--- src/rtl/bcd2binary.sv ---
// Sequential BCD-to-binary converter using reverse double-dabble:
// one right shift per clock, digits >= 8 corrected by -3 after each shift.
module bcd2binary #(
    parameter int unsigned NDIGITS = 4,
    parameter int unsigned BIN_W   = 14
) (
    input  logic                   clk,
    input  logic                   n_rst,
    input  logic                   start,
    input  logic [4*NDIGITS-1:0]   bcd_in,
    output logic                   busy,
    output logic                   done,
    output logic [BIN_W-1:0]       bin_out,
    output logic                   err
);

    localparam int unsigned BCD_W = 4 * NDIGITS;
    localparam int unsigned CNT_W = (BIN_W > 1) ? $clog2(BIN_W) : 1;
    localparam logic [CNT_W-1:0] LAST_STEP = CNT_W'(BIN_W - 1);

    localparam logic [1:0] ST_IDLE  = 2'd0;
    localparam logic [1:0] ST_SHIFT = 2'd1;
    localparam logic [1:0] ST_DONE  = 2'd2;

    logic [1:0]       state_q, state_d;
    logic [BCD_W-1:0] bcd_q, bcd_d;
    logic [BIN_W-1:0] bin_q, bin_d;
    logic [CNT_W-1:0] cnt_q, cnt_d;
    logic             err_r_q, err_r_d;
    logic             busy_q, busy_d;
    logic             done_q, done_d;
    logic [BIN_W-1:0] bin_out_q, bin_out_d;
    logic             err_q, err_d;

    logic [BCD_W-1:0] bcd_shift;
    logic [BCD_W-1:0] bcd_corr;
    logic [BIN_W-1:0] bin_shift;
    logic             in_err;

    always_comb begin
        bcd_shift = {1'b0, bcd_q[BCD_W-1:1]};
        bin_shift = {bcd_q[0], bin_q[BIN_W-1:1]};
        bcd_corr  = bcd_shift;
        // A digit is >= 8 exactly when its top bit is set.
        for (int unsigned i = 0; i < NDIGITS; i++) begin
            if (bcd_shift[4*i+3]) begin
                bcd_corr[4*i +: 4] = bcd_shift[4*i +: 4] - 4'd3;
            end
        end
        in_err = 1'b0;
        for (int unsigned i = 0; i < NDIGITS; i++) begin
            if (bcd_in[4*i +: 4] > 4'd9) begin
                in_err = 1'b1;
            end
        end
    end

    always_comb begin
        state_d   = state_q;
        bcd_d     = bcd_q;
        bin_d     = bin_q;
        cnt_d     = cnt_q;
        err_r_d   = err_r_q;
        busy_d    = busy_q;
        done_d    = done_q;
        bin_out_d = bin_out_q;
        err_d     = err_q;
        case (state_q)
            ST_IDLE: begin
                done_d = 1'b0;
                if (start) begin
                    bcd_d   = bcd_in;
                    bin_d   = '0;
                    cnt_d   = '0;
                    err_r_d = in_err;
                    busy_d  = 1'b1;
                    state_d = ST_SHIFT;
                end
            end
            ST_SHIFT: begin
                bin_d = bin_shift;
                cnt_d = cnt_q + CNT_W'(1);
                if (cnt_q == LAST_STEP) begin
                    bcd_d     = bcd_shift;
                    bin_out_d = err_r_q ? '0 : bin_shift;
                    err_d     = err_r_q;
                    done_d    = 1'b1;
                    state_d   = ST_DONE;
                end else begin
                    bcd_d = bcd_corr;
                end
            end
            ST_DONE: begin
                done_d  = 1'b0;
                busy_d  = 1'b0;
                state_d = ST_IDLE;
            end
            default: begin
                state_d = ST_IDLE;
            end
        endcase
    end

    always_ff @(posedge clk or negedge n_rst) begin
        if (!n_rst) begin
            state_q   <= ST_IDLE;
            bcd_q     <= '0;
            bin_q     <= '0;
            cnt_q     <= '0;
            err_r_q   <= 1'b0;
            busy_q    <= 1'b0;
            done_q    <= 1'b0;
            bin_out_q <= '0;
            err_q     <= 1'b0;
        end else begin
            state_q   <= state_d;
            bcd_q     <= bcd_d;
            bin_q     <= bin_d;
            cnt_q     <= cnt_d;
            err_r_q   <= err_r_d;
            busy_q    <= busy_d;
            done_q    <= done_d;
            bin_out_q <= bin_out_d;
            err_q     <= err_d;
        end
    end

    assign busy    = busy_q;
    assign done    = done_q;
    assign bin_out = bin_out_q;
    assign err     = err_q;

endmodule

--- config.mk ---
export PLATFORM = sky130hd
export DESIGN_NAME = bcd2binary
export DESIGN_NICKNAME = d
export VERILOG_FILES = /design/src/rtl/bcd2binary.sv
export SDC_FILE = /design/constraint.sdc
export NUM_CORES = 1
export LEC_CHECK = 0
export ABC_AREA = 0
export CAP_MARGIN = 20
export CORE_MARGIN = 5
export CORE_UTILIZATION = 59
export DETAILED_ROUTE_END_ITERATION = 10
export PLACE_DENSITY = 0.86
export SKIP_CTS_REPAIR_TIMING = 1
export SYNTH_ARGS = -nofsm -noshare
export SYNTH_HDL_FRONTEND = slang
export SYNTH_SLANG_ARGS = --single-unit
--- constraint.sdc ---
create_clock -name clk -period 2.85 [get_ports clk]
set_input_delay 0.4275 -clock clk [delete_from_list [all_inputs] [get_ports clk]]
set_output_delay 0.4275 -clock clk [all_outputs]
set_load 0.01 [all_outputs]
; Word level (Yosys, flattened, before mapping)
; Index checks and enable logic that the tools add are counted.
[totals]
ff_bits = 54
inputBits = 19
[op_classes]
n_reduce_logical = 11
addsub = 4
n_mux = 22
eq_ne = 5
magnitude_cmp = 4
[op_table]
columns = cell, n
row1 = $pmux W16 S2, 1
row2 = $mux W14, 2
row3 = $pmux W14 S2, 1
row4 = $gt A4 B4 Y1 const B, 4
row5 = $mux W16, 1
row6 = $mux W4, 4
row7 = $mux W12, 1
row8 = $reduce_and A2 Y1, 6
row9 = $sub A4 B2 Y4 const B, 3
row10 = $pmux W4 S2, 1
row11 = $mux W1, 6
row12 = $reduce_bool A2 Y1, 3
row13 = $add A4 B1 Y4 const B, 1
row14 = $eq A4 B4 Y1 const B, 1
row15 = $mux W2, 2
row16 = $ne A2 B2 Y1 const B, 2
row17 = $pmux W1 S2, 2
row18 = $pmux W2 S2, 1
row19 = $eq A2 B1 Y1 const B, 1
row20 = $eq A2 B2 Y1 const B, 1
row21 = $logic_not A2 Y1, 1
row22 = $reduce_or A2 Y1, 1

; Logic depth before layout (Yosys ltp)
[logic_depth]
word_depth = 5
mapped_depth = 6
ltp_nobuf = 5

; Least setup slack after synthesis
; Ideal clock, no wire load.
[synth_path]
path_type = register to register
start = register cnt_q[0]
end = register bcd_q[10]
slack_ps = 1285
setup_ps = 69
t_arrival_ps = 1496
synth_period_minus_slack_ps = 1565
stages_incl_launch_ff = 6
cell_sequence = dfrtp_1 -> ha_1 -> and3_4 -> buf_6 -> or4_1 -> nand3_1
[synth_via]
elab_chain_cells = 3
[synth_lines]
columns = item, line_no
row1 = from (decl), 28  ; logic [CNT_W-1:0] cnt_q, cnt_d;
row2 = from (signal assigned), 119  ; cnt_q <= cnt_d;
row3 = $eq A4 B4 Y1, 83  ; if (cnt_q == LAST_STEP) begin
row4 = $mux W12, 83
row5 = $pmux W16 S2, 68  ; case (state_q)
row6 = to (signal assigned), 107  ; bcd_q <= '0;
row7 = to (signal assigned), 117  ; bcd_q <= bcd_d;
row8 = to (decl), 26  ; logic [BCD_W-1:0] bcd_q, bcd_d;
; No other way between the ends.
; A chain may end at the register's enable or synchronous reset.

; Worst setup path after layout
[layout_path]
start = register cnt_q[0]
end = register bcd_q[1]
; The elaborated chain is that of the path after synthesis.

==> flow_summary.yaml <==
synthesis:
  synth-edff-count: 0
  synth_area_leader_cell: "dfrtp_1"
  ys_seq_elements: 53
  async_reset_ff_share_pct: 100.0
  synth_area_leaders: "dfrtp_1, o21ai_0, nand2_1, nand2b_1, nand3_1"
  ys_types: 41
  ys.flop_type: "dfrtp_1"
  synth.avg_cell_area_um2: 9.540
  synth_fp_nets: 309
  seq_area_frac_synth_pct: 48.78
  syn-cell-area_um2: 2719
  ys_warn_count: 0
  synth_top_area_share_pct: 48.78
  synthCells: 285
power:
  power_leakage_nw: 1.364
  power.total_w: 0.003228
  peakVddDrop_mv: 0.6416
  powerDensity_nw_per_um2: 1023
sta:
  fin_worst_skew_ps: 8.825
  max_clock_freq_ghz: 0.4922
  fin_setup_tns_ps: 0
  setup_violations: 0
  rsz0062_at_grt: "false"
  slew_headroom_pct: 47.06
  drv_slew: 0
  timing.final.crit_share_pct: 71.28
  tightest_slew_ps: 791.9
  hold_violations: 0
  min_period_ps: 2032
run_status:
  status: "complete, no violations"
critical_path:
  start_kind: "flop"
  crit_chain: "ha_1 -> nand3_1 -> o21ai_0 -> a222oi_1"
  slowest_stage: "nand3_1"
  rr_worst_depth: 4
  slowest_delay_ps: 600
  r2r_start: "cnt_q[0]"
  cp.arrival_ps: 2210
  end_kind: "flop"
  crit_required_ps: 3030
  rrSetupSlack_ps: 820
  r2r-end: "bcd_q[1]"
  crit_fanout: 22
  worstSetupPathType: "reg2reg"
routing:
  dr.pass1.iters: 5
  wirelength_um: 6030
  wl_per_cell_um: 16.57
  drt-initial-drc-count: 207
  remaining_drc_errors: 0
  via_per_inst: 6.335
  vias: 2306
  ant_nets: 0
layout:
  postLayoutCellArea_um2: 3157
  area_delta_synth_final_pct: 16.11
  final_util_pct: 71.51
  nets: 335
  antennaDiodeCount: 0
  drive_above_1_share_pct: 6.410
floorplanning:
  ios: 36
  dieWidth_um: 77.89
  fp.coreArea_um2: 4414
  start_util_pct: 61.59
  die-area_um2: 6066
  rows: 24
  die_h_um: 77.89
global_route:
  grt_pass1_wl_um: 10410
  first_global_vias: 2203
  grt_start_max_net_pins: 37
  grt_overflow: 0
  grt_util_all_layers_pct: 20.86
  antenna_found_initial: 0
clock_tree:
  htree_levels: 2
  ctsRootBufferMaster: "clkbuf_8"
  clk_pin_slew_ps: 100
  clock-sinks: 53
  clock_latency_ps: 310
  tritoncts: "done"
  clk_path_buf_depth: 2
  cts_buffers: 5
run:
  maxCapViolations: 0
placement:
  place.port_buffers: 35
  placedInstanceArea_um2: 3045
  place.gp.congestion: 0.8184
  dp_hpwl_um: 4049
min_path:
  min-delay-path-class: "in2async"
synth_stat cells (all sizes together) (2+ instances only):
cell type and instances:
or4 3, buf 15, o22ai 3, nor3b 5, dfrtp 53, nand2b 20
clkbuf 6, o221a 2, a222oi 3, nor2b 5, a31oi 4, nand2 41
nand3 21, o21ai 46, a21oi 2, nand4 4, inv 7, a22oi 4
ha 5, and2 3, a32o 3, a211oi 8, o211ai 4, nor4bb 4
nand3b 2
area by class of cell:
cell class,count,area [um^2]
Fill cell,354,1257
Inverter,8,30.03
Clock inverter,2,38.79
Multi-Input combinational cell,203,1241
Tap cell,52,65.06
Timing Repair Buffer,40,382.9
Clock buffer,6,72.57
Sequential cell,53,1326
cell usage in the layout, fill, tap and decap left out, drive strengths merged:
master	count
dfrtp	53
o21ai	46
nand2	41
clkdlybuf4s50	34
nand3	21
nand2b	20
a211oi	8
inv	7
clkbuf	6
buf	6
nor2b	5
nor3b	5
ha	5
a31oi	4
nand4	4
a22oi	4
nor4bb	4
o211ai	4
and2	3
or4	3
a32o	3
o22ai	3
a222oi	3
nand3b	2
a21oi	2
o221a	2
clkinv	2
or3b	1
and3	1
mux2i	1
a41oi	1
a21o	1
mux2	1
o21bai	1
a221oi	1
or4bb	1
o311a	1
a211o	1
bufinv	1
where the power goes:
part | internal (W) | leakage [nW] | switching, W
Clock | 0.000264 | 0.0554 | 0.000250
Combinational | 0.000634 | 0.628 | 0.000663
Sequential | 0.00107 | 0.680 | 0.000344
Total | 0.00197 | 1.36 | 0.00126
kinds of logic after synthesis:
logic type      after synthesis  synth area share, %
compound gates               85                19.93
fa+ha+maj                     5                2.301
buf+inv                      29                5.568
flops                        53                48.78
mux                           2               0.7823
simple gates                111                22.64
metrics by stage:
stage                     hold slack (ps)  instances  setup WS (ps)
after floorplan                     131.9        285           1285
after global placement              404.5        356          808.8
after detailed placement            404.3        356          816.6
after CTS                           70.92        364          837.4
after global routing                82.62        364          597.6
final                               61.84        364          818.4
worst max-delay path by stage:
stage                     startpoint    endpoint  slack, ps  cells past startpoint
after floorplan             cnt_q[0]   bcd_q[10]       1290                      5
after global placement         start    bcd_q[8]        810                      5
after detailed placement       start    bcd_q[8]        820                      5
after CTS                   cnt_q[1]    bcd_q[1]        840                      5
after global routing        cnt_q[1]  bin_out[0]        600                      5
final                       cnt_q[0]    bcd_q[1]        820                      4
routing by layer:
layer	track usage [%]	routed length, um	part of all wire (%)	vias up
met5	0	0	0	-
met4	6.186	77	1.3	0
met3	4.514	353	5.9	9
met2	32.47	2867	48	80
met1	29.31	2731	45	1131
li1	-	-	-	1086
state kept, by name, indices dropped and copies added, names as in the netlist:
register / flops
busy: 1
done: 1
bin_q: 13
state_q: 2
err_r_q: 1
err: 1
bcd_q: 16
bin_out: 14
cnt_q: 4
critical path: cells and delay by family (launching register included):
family	cells	cell delay [ps]
flip-flops	1	440
AND/OR/NAND/NOR	1	600
AO/OA/AOI/OAI	2	550
adder cells (fa/ha/maj)	1	300
No activity file was read; power rests on OpenSTA's default activity.
